--- src/rtl/msx2_ram_mapper_port.sv ---
// MSX2 RAM mapper to SDRAM responder: one outstanding request, strobe at T -> ram_rd/ram_wr at T+1, data at ready+1.
// Backpressure: cpu_wait stretches the CPU cycle until ready or timeout; access must drop between transactions.
module msx2_ram_mapper_port #(
   parameter int unsigned       ADDR_W   = 27,
   parameter logic [ADDR_W-1:0] RAM_BASE = '0,
   parameter logic [7:0]        TIMEOUT  = 8'd255
) (
   input  logic              clk,
   input  logic              reset,
   input  logic              cpu_mreq,
   input  logic              cpu_rd,
   input  logic              cpu_wr,
   input  logic              cpu_rfsh,
   input  logic              en,
   input  logic [21:0]       mapper_addr,
   input  logic [7:0]        cpu_dout,
   output logic [7:0]        cpu_din,
   output logic              cpu_wait,
   output logic [ADDR_W-1:0] ram_addr,
   output logic [7:0]        ram_dout,
   output logic              ram_rd,
   output logic              ram_wr,
   input  logic [7:0]        ram_din,
   input  logic              ram_ready,
   output logic              ram_err
);

   localparam logic [1:0] S_IDLE = 2'd0;
   localparam logic [1:0] S_WAIT = 2'd1;
   localparam logic [1:0] S_HOLD = 2'd2;

   logic [1:0]        state_q, state_d;
   logic              access_q;
   logic [7:0]        cnt_q, cnt_d;
   logic [ADDR_W-1:0] addr_q, addr_d;
   logic [7:0]        dout_q, dout_d;
   logic              is_wr_q, is_wr_d;
   logic              rd_q, rd_d;
   logic              wr_q, wr_d;
   logic [7:0]        din_q, din_d;
   logic              err_q, err_d;

   logic access;
   logic new_access;
   logic done;

   assign access     = cpu_mreq & en & ~cpu_rfsh & (cpu_rd | cpu_wr);
   assign new_access = access & ~access_q;
   // ready takes priority over a simultaneous timeout
   assign done       = ram_ready | (cnt_q == TIMEOUT);

   always_comb begin
      state_d = state_q;
      cnt_d   = cnt_q;
      addr_d  = addr_q;
      dout_d  = dout_q;
      is_wr_d = is_wr_q;
      din_d   = din_q;
      rd_d    = 1'b0;
      wr_d    = 1'b0;
      err_d   = 1'b0;
      case (state_q)
         S_IDLE: begin
            if (new_access) begin
               addr_d  = RAM_BASE + ADDR_W'(mapper_addr);
               dout_d  = cpu_dout;
               is_wr_d = cpu_wr;
               rd_d    = ~cpu_wr;
               wr_d    = cpu_wr;
               cnt_d   = 8'd0;
               state_d = S_WAIT;
            end
         end
         S_WAIT: begin
            cnt_d = cnt_q + 8'd1;
            if (done) begin
               err_d = ~ram_ready;
               din_d = (ram_ready && !is_wr_q) ? ram_din : 8'hFF;
               if (access) begin
                  state_d = S_HOLD;
               end else begin
                  din_d   = 8'hFF;
                  state_d = S_IDLE;
               end
            end
         end
         S_HOLD: begin
            if (!access) begin
               din_d   = 8'hFF;
               state_d = S_IDLE;
            end
         end
         default: state_d = S_IDLE;
      endcase
   end

   always_ff @(posedge clk) begin
      if (reset) begin
         state_q  <= S_IDLE;
         access_q <= 1'b0;
         cnt_q    <= 8'd0;
         addr_q   <= '0;
         dout_q   <= 8'd0;
         is_wr_q  <= 1'b0;
         rd_q     <= 1'b0;
         wr_q     <= 1'b0;
         din_q    <= 8'hFF;
         err_q    <= 1'b0;
      end else begin
         state_q  <= state_d;
         access_q <= access;
         cnt_q    <= cnt_d;
         addr_q   <= addr_d;
         dout_q   <= dout_d;
         is_wr_q  <= is_wr_d;
         rd_q     <= rd_d;
         wr_q     <= wr_d;
         din_q    <= din_d;
         err_q    <= err_d;
      end
   end

   assign cpu_wait = ((state_q == S_IDLE) && new_access) || (state_q == S_WAIT);
   assign cpu_din  = din_q;
   assign ram_addr = addr_q;
   assign ram_dout = dout_q;
   assign ram_rd   = rd_q;
   assign ram_wr   = wr_q;
   assign ram_err  = err_q;

endmodule

--- config.mk ---
export PLATFORM = sky130hd
export DESIGN_NAME = msx2_ram_mapper_port
export DESIGN_NICKNAME = d
export VERILOG_FILES = /design/src/rtl/msx2_ram_mapper_port.sv
export SDC_FILE = /design/constraint.sdc
export NUM_CORES = 1
export LEC_CHECK = 0
export BUFFER_PORTS_ARGS = -buffer_cell sky130_fd_sc_hd__buf_2
export CAP_MARGIN = 10
export CORE_MARGIN = 3
export CORE_UTILIZATION = 33
export DETAILED_ROUTE_END_ITERATION = 8
export MAX_ROUTING_LAYER = met4
export PLACE_DENSITY = 0.56
export SLEW_MARGIN = 30
export SYNTH_ARGS = -nofsm -noshare
export SYNTH_HDL_FRONTEND = slang
export SYNTH_SLANG_ARGS = --single-unit
--- constraint.sdc ---
create_clock -name clk -period 3.3 [get_ports clk]
set_input_delay 0.33 -clock clk [delete_from_list [all_inputs] [get_ports clk]]
set_output_delay 0.33 -clock clk [all_outputs]
set_load 0.005 [all_outputs]
# After elaboration in Yosys (flattened, before gate mapping)
# Index checks and enable logic that the tools add are counted.
totals:
  regBits: 53
  input_bits: 46
  out_inout_bits: 47
  word_cells: 56
classes:
  add_sub_neg: 1
  n_eq_ne: 6
  muxes: 12
  bitwise: 14
  reduce_logical: 13
op_table:
  columns: ["cell", "count"]
  rows:
  - ["$mux 8", 5]
  - ["$pmux 8 s2", 2]
  - ["$add 8x1->8 const B", 1]
  - ["$eq 8x8->1 const B", 1]
  - ["$mux 2", 4]
  - ["$not 1->1", 8]
  - ["$ne 2x2->1 const B", 3]
  - ["$pmux 2 s3", 1]
  - ["$reduce_and 3->1", 2]
  - ["$reduce_or 3->1", 2]
  - ["$and 1x1->1", 4]
  - ["$reduce_and 2->1", 2]
  - ["$reduce_bool 2->1", 2]
  - ["$eq 2x1->1 const B", 1]
  - ["$eq 2x2->1 const B", 1]
  - ["$logic_and 1x1->1", 2]
  - ["$logic_not 2->1", 1]
  - ["$or 1x1->1", 2]
  - ["$logic_not 1->1", 1]
  - ["$logic_or 1x1->1", 1]

# Logic depth before layout (Yosys ltp)
# Gate-level depths: netlist of the first run.
logic_depth:
  word_depth: 6
  ltp_mapped: 7
  mapped_depth_nobuf: 5

# Worst setup path before layout of the first run
# OpenSTA, ideal clock, no wires.
synth_timing:
  kind: "reg2reg"
  from: "reg cnt_q[0]"
  to: "reg din_q[0] (netlist: cpu_din[0])"
  setup_time_ps: 120
  t_arrival_ps: 1285
  required_time_ps: 3180
  path_slack_ps: 1896
  stages_incl_launch_ff: 7
  n_path_buf: 1
  period_less_slack_ps: 1404
  path_cell_list: "dfxtp_1 -> ha_1 -> and3_1 -> nand3_1 -> o21a_1 -> buf_6 -> mux2i_1"
synth_between:
  elab_chain_cells: 4
synth_lines:
  columns: ["item", "line", "rtl"]
  rows:
  - ["start, declared", "34", "logic [7:0] cnt_q, cnt_d;"]
  - ["start signal, assigned", "112", "cnt_q <= cnt_d;"]
  - ["$eq 8x8->1", "50", "assign done = ram_ready | (cnt_q == TIMEOUT);"]
  - ["$or 1x1->1", "50", null]
  - ["$ne 2x2->1 (no source line)", null, null]
  - ["$reduce_and 3->1 (no source line)", null, null]
  - ["end signal, assigned", "118", "din_q <= din_d;"]
  - ["end, declared", "40", "logic [7:0] din_q, din_d;"]
# Every way passes these cells.
# A chain may end at the register's enable or synchronous reset.

# Worst setup path after layout of the first run
layout_timing:
  from: "reg state_q[0]"
  to: "out cpu_wait"
layout_between:
  elab_chain_cells: 3
  elab_cells_between_ends: 4
  cone_classes: "eq/ne: 1; reduce/logical: 3"
layout_lines:
  columns: ["item", "line", "rtl"]
  rows:
  - ["start, declared", "32", "logic [1:0] state_q, state_d;"]
  - ["start signal, assigned", "110", "state_q <= state_d;"]
  - ["$logic_not 2->1", "123", "assign cpu_wait = ((state_q == S_IDLE) && new_access) || (state_q == S_WAIT);"]
  - ["$logic_and 1x1->1", "123", null]
  - ["$logic_or 1x1->1 (*)", "123", null]
  - ["end, declared", "18", "output logic cpu_wait,"]
# Mark *: on every way between the ends. The rest lies on a longest branch, timed or not.

==> results of run 1 <==
where the power goes:
group / switching (W) / internal (W)
combinational: 0.0000526 / 0.0000419
sequential: 0.00000624 / 0.000651
clock: 0.000212 / 0.000301
total: 0.000271 / 0.000995
layer usage:
layer | track usage | share of wire
met5 | - | 0
met4 | 0.0567 | 0.015
met3 | 0.0371 | 0.054
met2 | 0.243 | 0.49
met1 | 0.175 | 0.44
state kept, by name, indices dropped and copies added, names as in the netlist:
name and cells:
ram_dout 8, state_q 2, access_q 1, cnt_q 8, is_wr_q 1, ram_err 1
ram_addr 22, ram_wr 1, ram_rd 1, cpu_din 8
logic make-up after synthesis:
group	Yosys count
and+or+nand+nor	124
DFF	53
AOI/OAI and AO/OA	48
buffers and inverters	25
muxes	8
adders and majority gates	1
other	1
critical path, stage by stage (launching register included):
cell and delay, ns:
dfxtp_1 0.38, nor2b_1 0.15, buf_4 0.18, a31oi_4 0.23, inv_2 0.08, buf_2 0.13
area by class of cell:
type                    count  area [sq um]  share of cell area
clock inverters             3          65.1              0.0242
well taps                  75          93.8              0.0348
multi-input cells         186           940               0.349
inverters                   2          7.51             0.00279
clock buffers               5          68.8              0.0255
flip-flops and latches     53          1060               0.394
repair buffers             90           458               0.170
stage by stage:
stage,std cells,utilization,cell area (sq um)
CTS,414,0.442,2690
global placement,406,0.420,2560
floorplan,264,-,2150
finish,414,0.442,2690
detailed placement,406,0.420,2560
global route,414,0.442,2690
worst paths after layout:
check	from	endpoint	slack (ns)	cells after the start
min	ram_ready	ram_err	0.23	2
max reg2reg	state_q[1]	cnt_q[1]	1.52	4
max	state_q[0]	cpu_wait	1.51	5
min reg2reg	ram_addr[13]	ram_addr[13]	0.46	2
Yosys cell counts, types with 2 or more instances:
library cell / n
a21oi_1: 38
a311oi_1: 2
and3_1: 3
buf_2: 6
buf_4: 8
buf_6: 2
clkbuf_1: 7
dfxtp_1: 53
mux2i_1: 8
nand2_1: 70
nand3_1: 6
nand3b_1: 2
nor2_1: 26
nor3_1: 4
nor3b_1: 2
o21a_1: 2
o21ai_0: 2
cells in the final DEF, fill, tap and decap left out:
| cell | synthesis | final |
|---|---|---|
| a21oi_1 | 38 | 38 |
| a221oi_2 | 1 | 1 |
| a311oi_1 | 2 | 2 |
| a31oi_1 | 1 | 1 |
| a31oi_4 | 1 | 1 |
| and2b_1 | 1 | 1 |
| and3_1 | 3 | 3 |
| and3b_1 | 1 | 1 |
| buf_2 | 6 | 87 |
| buf_4 | 8 | 3 |
| bufinv_16 | 0 | 2 |
| clkbuf_8 | 0 | 5 |
| clkinv_2 | 0 | 1 |
| conb_1 | 1 | 5 |
| dfxtp_1 | 53 | 53 |
| ha_1 | 1 | 1 |
| inv_1 | 1 | 1 |
| inv_2 | 1 | 1 |
| mux2i_1 | 8 | 8 |
| nand2_1 | 70 | 70 |
| nand2b_1 | 1 | 1 |
| nand3_1 | 6 | 6 |
| nand3_2 | 1 | 1 |
| nand3b_1 | 2 | 2 |
| nand4_1 | 1 | 1 |
| nor2_1 | 26 | 26 |
| nor2b_1 | 1 | 1 |
| nor3_1 | 4 | 4 |
| nor3_4 | 1 | 1 |
| nor3b_1 | 2 | 2 |
| nor4_1 | 1 | 1 |
| nor4b_1 | 1 | 1 |
| o21a_1 | 2 | 2 |
| o21ai_0 | 2 | 2 |
| o21ai_1 | 1 | 1 |
| or2_0 | 1 | 1 |
| or2_1 | 1 | 1 |
==> metrics.cfg, run 1 <==
[outcome]
status = complete, no violations

[logic_synthesis]
synth.ff_latch_count = 53
synthArstFlopShare = 0
synth-xor-area-share = 0
seq_area_frac_synth = 0.498
synth_ff_type = dfxtp_1
synthAdderAreaFrac = 0.00587
synth-simple-area-share = 0.257
synth_top_area_frac = 0.498
yosys_warnings = 0
synth_top_family_by_area = simple AND/OR/NAND/NOR gates
yosysTopAreaCell = dfxtp_1
syn_inst = 260
syn_area_sq_um = 2130
synthMuxAreaShare = 0.0376
synth_area_leaders = dfxtp_1 (50%), nand2_1 (12%), a21oi_1 (8.9%)
synth_cell_type_count = 36
avgSynthCellArea_sq_um = 8.20
synth_compound_area_frac = 0.131
synth_edf_count = 0

[sta]
fmax_mhz = 557
tightestPinTransition_ns = 0.714
fin_setup_tns_ns = 0
hold_viol = 0
period_minus_slack_ns = 1.79
setup_ws_ns = 1.51
fin_crit_sh = 0.544
rsz0062_at_grt = no
maxSlewViolCount = 0
skew_ns = 0.00789
setup_viol = 0
slew_headroom = 0.524
whs_ns = 0.234

[routing]
via_per_inst = 4.74
vias = 1963
wire_per_inst_microns = 12.3
wirelength_microns = 5090
drt_iter0_drc = 61
ant_nets = 0
drc_errors = 0
firstDrtPassIters = 4

[clocking]
cts_resized = 0
cts_buffers = 5
clk_path_buf_depth = 2
cts_tree = built
clk_pin_slew_ns = 0.10
htree_levels = 2
cts_sinks = 53
cts_root_buf = clkbuf_8
post_cts_buffers = 0
hold_buffers = 0
worstSkewPairLatency_ns = 0.30

[finish]
num-fill-cells = 670
drive_gt1_frac = 0.304
antenna_cells = 0
fin_nets = 385
area_growth_syn_to_layout_pct = 26.3

[floorplanning]
die_x_microns = 86.4
core_area_sq_um = 6100
start_util = 0.350
die_h_microns = 86.4
io_pins = 93
rows = 28
dieArea_sq_um = 7460

[run]
maxCapViolCount = 0

[critical_path]
end_kind = primary output
worstPathArrival_ns = 1.46
required_ns = 2.97
worstSetupStartpointType = register
cp_max_fo = 9
setup.worst_path.class = register to primary output

[placement]
routabilityCongestion = 0.735
port_buffers = 87
dp_hpwl_microns = 3550
post-place-ws_ns = 1.33

[grt]
grt_pass1_vias = 1904
antenna_found_initial = 0
grt_pass1_wl_microns = 8630
grtUsageTotal = 0.148
grt_max_degree = 37
overflow = 0

[power]
p_leak_nw = 1.22
power_w = 0.00127
ir_drop_uv = 225
powerDensity_nw_per_um2 = 470

[min_path]
hp-class = input port to register

Power figures use the tool's default switching activity.
==> run 2, diff against run 1 <==
==> constraint.sdc (replaced) <==
create_clock -name clk -period 1.9 [get_ports clk]
set_input_delay 0.19 -clock clk [delete_from_list [all_inputs] [get_ports clk]]
set_output_delay 0.19 -clock clk [all_outputs]
set_load 0.005 [all_outputs]
==> run 2 against run 1 <==
- final cell count up 1.2%
- sequential share of layout area about the same
- utilization hardly changed
- worst setup slack lost 1.3 ns
- combinational power rose by 83%
- largest cell class unchanged
- flip-flop and latch count is the same
==> metrics.cfg, run 2 (synthesis results as in run 1) <==
[outcome]
status = complete, no violations

[sta]
fin_setup_tns_ns = 0
setup_ws_ns = 0.159
tightestPinTransition_ns = 0.563
maxSlewViolCount = 0
period_minus_slack_ns = 1.74
fmax_mhz = 575
fin_crit_sh = 0.916
slew_headroom = 0.625
setup_viol = 0
skew_ns = 0.0101
hold_viol = 0
whs_ns = 0.0972
rsz0062_at_grt = no

[floorplanning]
die_h_microns = 86.4
die_x_microns = 86.4
io_pins = 93
rows = 28
dieArea_sq_um = 7460
core_area_sq_um = 6100
start_util = 0.350

[power]
switchingPower_w = 0.000464
switching_share = 0.240
clkPwrFrac = 0.319
ir_drop_uv = 330
power_frac_seq = 0.592
powerDensity_nw_per_um2 = 717
pwr-share-comb = 0.090
p_leak_nw = 1.22
intPower_w = 0.00147

[placement]
post-place-ws_ns = 0.189
dp_hpwl_microns = 3640
port_buffers = 87
dp_cells = 411
routabilityCongestion = 0.767

[clocking]
clk_pin_slew_ns = 0.10
hold_buffers = 0
clk_path_buf_depth = 2
cts_sinks = 53
worstSkewPairLatency_ns = 0.31
cts_buffers = 5
cts_resized = 0
cts_root_buf = clkbuf_8
post_cts_buffers = 0
htree_levels = 2
cts_tree = built

[finish]
area_growth_syn_to_layout_pct = 26.3
antenna_cells = 0
mostFrequentLayoutCell = buf_2
fin_util = 0.442
num-fill-cells = 646
drive_gt1_frac = 0.311
largest_reg_flops = 22
instances_no_fill = 419
fin_nets = 390
final_cell_mix = buf_2 (87), nand2_1 (70), dfxtp_1 (53), a21oi_1 (38), nor2_1 (26)

[routing]
drt_iter0_drc = 93
via_per_inst = 4.72
met3_length_microns = 294
firstDrtPassIters = 4
wire_per_inst_microns = 12.2
routed.top_layer = met4
vias = 1977
m1WireLength_microns = 2310
drc_errors = 0
ant_nets = 0
wl_met2_microns = 2400
wirelength_microns = 5110

[run]
maxCapViolCount = 0

[min_path]
hp-class = input port to register

[grt]
grt_pass1_vias = 1976
grt_pass1_wl_microns = 8600
grtUsageTotal = 0.147
grt_max_degree = 53
antenna_found_initial = 0
overflow = 0

[critical_path]
worstPathArrival_ns = 1.97
cp_cell_sequence = ha_1 > and3_1 > nand3_1 > o21a_1 > mux2i_1
cp_max_fo = 8
cp_top_family = compound AO/OA/AOI/OAI gates
required_ns = 2.13
max_stage_delay_ns = 0.46
crit_slowest_cell = o21a_1
path_buf_inv = 0
end_kind = register
setup.worst_path.class = register to register
worstSetupStartpointType = register
r2r_slack_ns = 0.16

## run 2: stage by stage
stage	power, W	cell area, sq um
after global placement	0.00134	2610
after global routing	0.00203	2690
after detailed placement	0.00134	2610
final	0.00193	2690
after CTS	0.00197	2690
after floorplan	0.00126	2150
## run 2: path summary, 6_finish.rpt
kind,start,end,cells after the start
worst min-delay path,cpu_wr,ram_rd,2
worst max register to register,cnt_q[0],cpu_din[4],5
worst min register to register,ram_addr[4],ram_addr[4],2
worst max-delay path,cnt_q[0],cpu_din[4],5
## run 2: worst register-to-register path, cell delays in order, from the launching register on
cell,delay (ns)
dfxtp_1,0.35
ha_1,0.23
and3_1,0.22
nand3_1,0.17
o21a_1,0.46
mux2i_1,0.24
## run 2: area by class of cell
type,instances,area (sq um),share of cell area
Clock buffer,6,72.6,0.0270
Inverter,2,7.51,0.00279
Multi-Input combinational cell,186,940,0.349
Sequential cell,53,1060,0.394
Clock inverter,2,10.0,0.00372
Tap cell,75,93.8,0.0349
Timing Repair Buffer,95,508,0.189
## run 2: power groups by stage
| stage | clock network, W | registers, W | logic [W] |
|---|---|---|---|
| after floorplan | 0 | 0.00117 | 0.0000929 |
| after global placement | 0 | 0.00117 | 0.000175 |
| after detailed placement | 0 | 0.00117 | 0.000176 |
| after CTS | 0.000647 | 0.00114 | 0.000177 |
| after global routing | 0.000683 | 0.00115 | 0.000197 |
| final | 0.000616 | 0.00114 | 0.000173 |
## run 2: per-layer routing
metal,vias up,global-route usage
met1,908,0.169
met2,51,0.238
met5,-,-
li1,1009,-
met3,9,0.0409
met4,0,0.0637
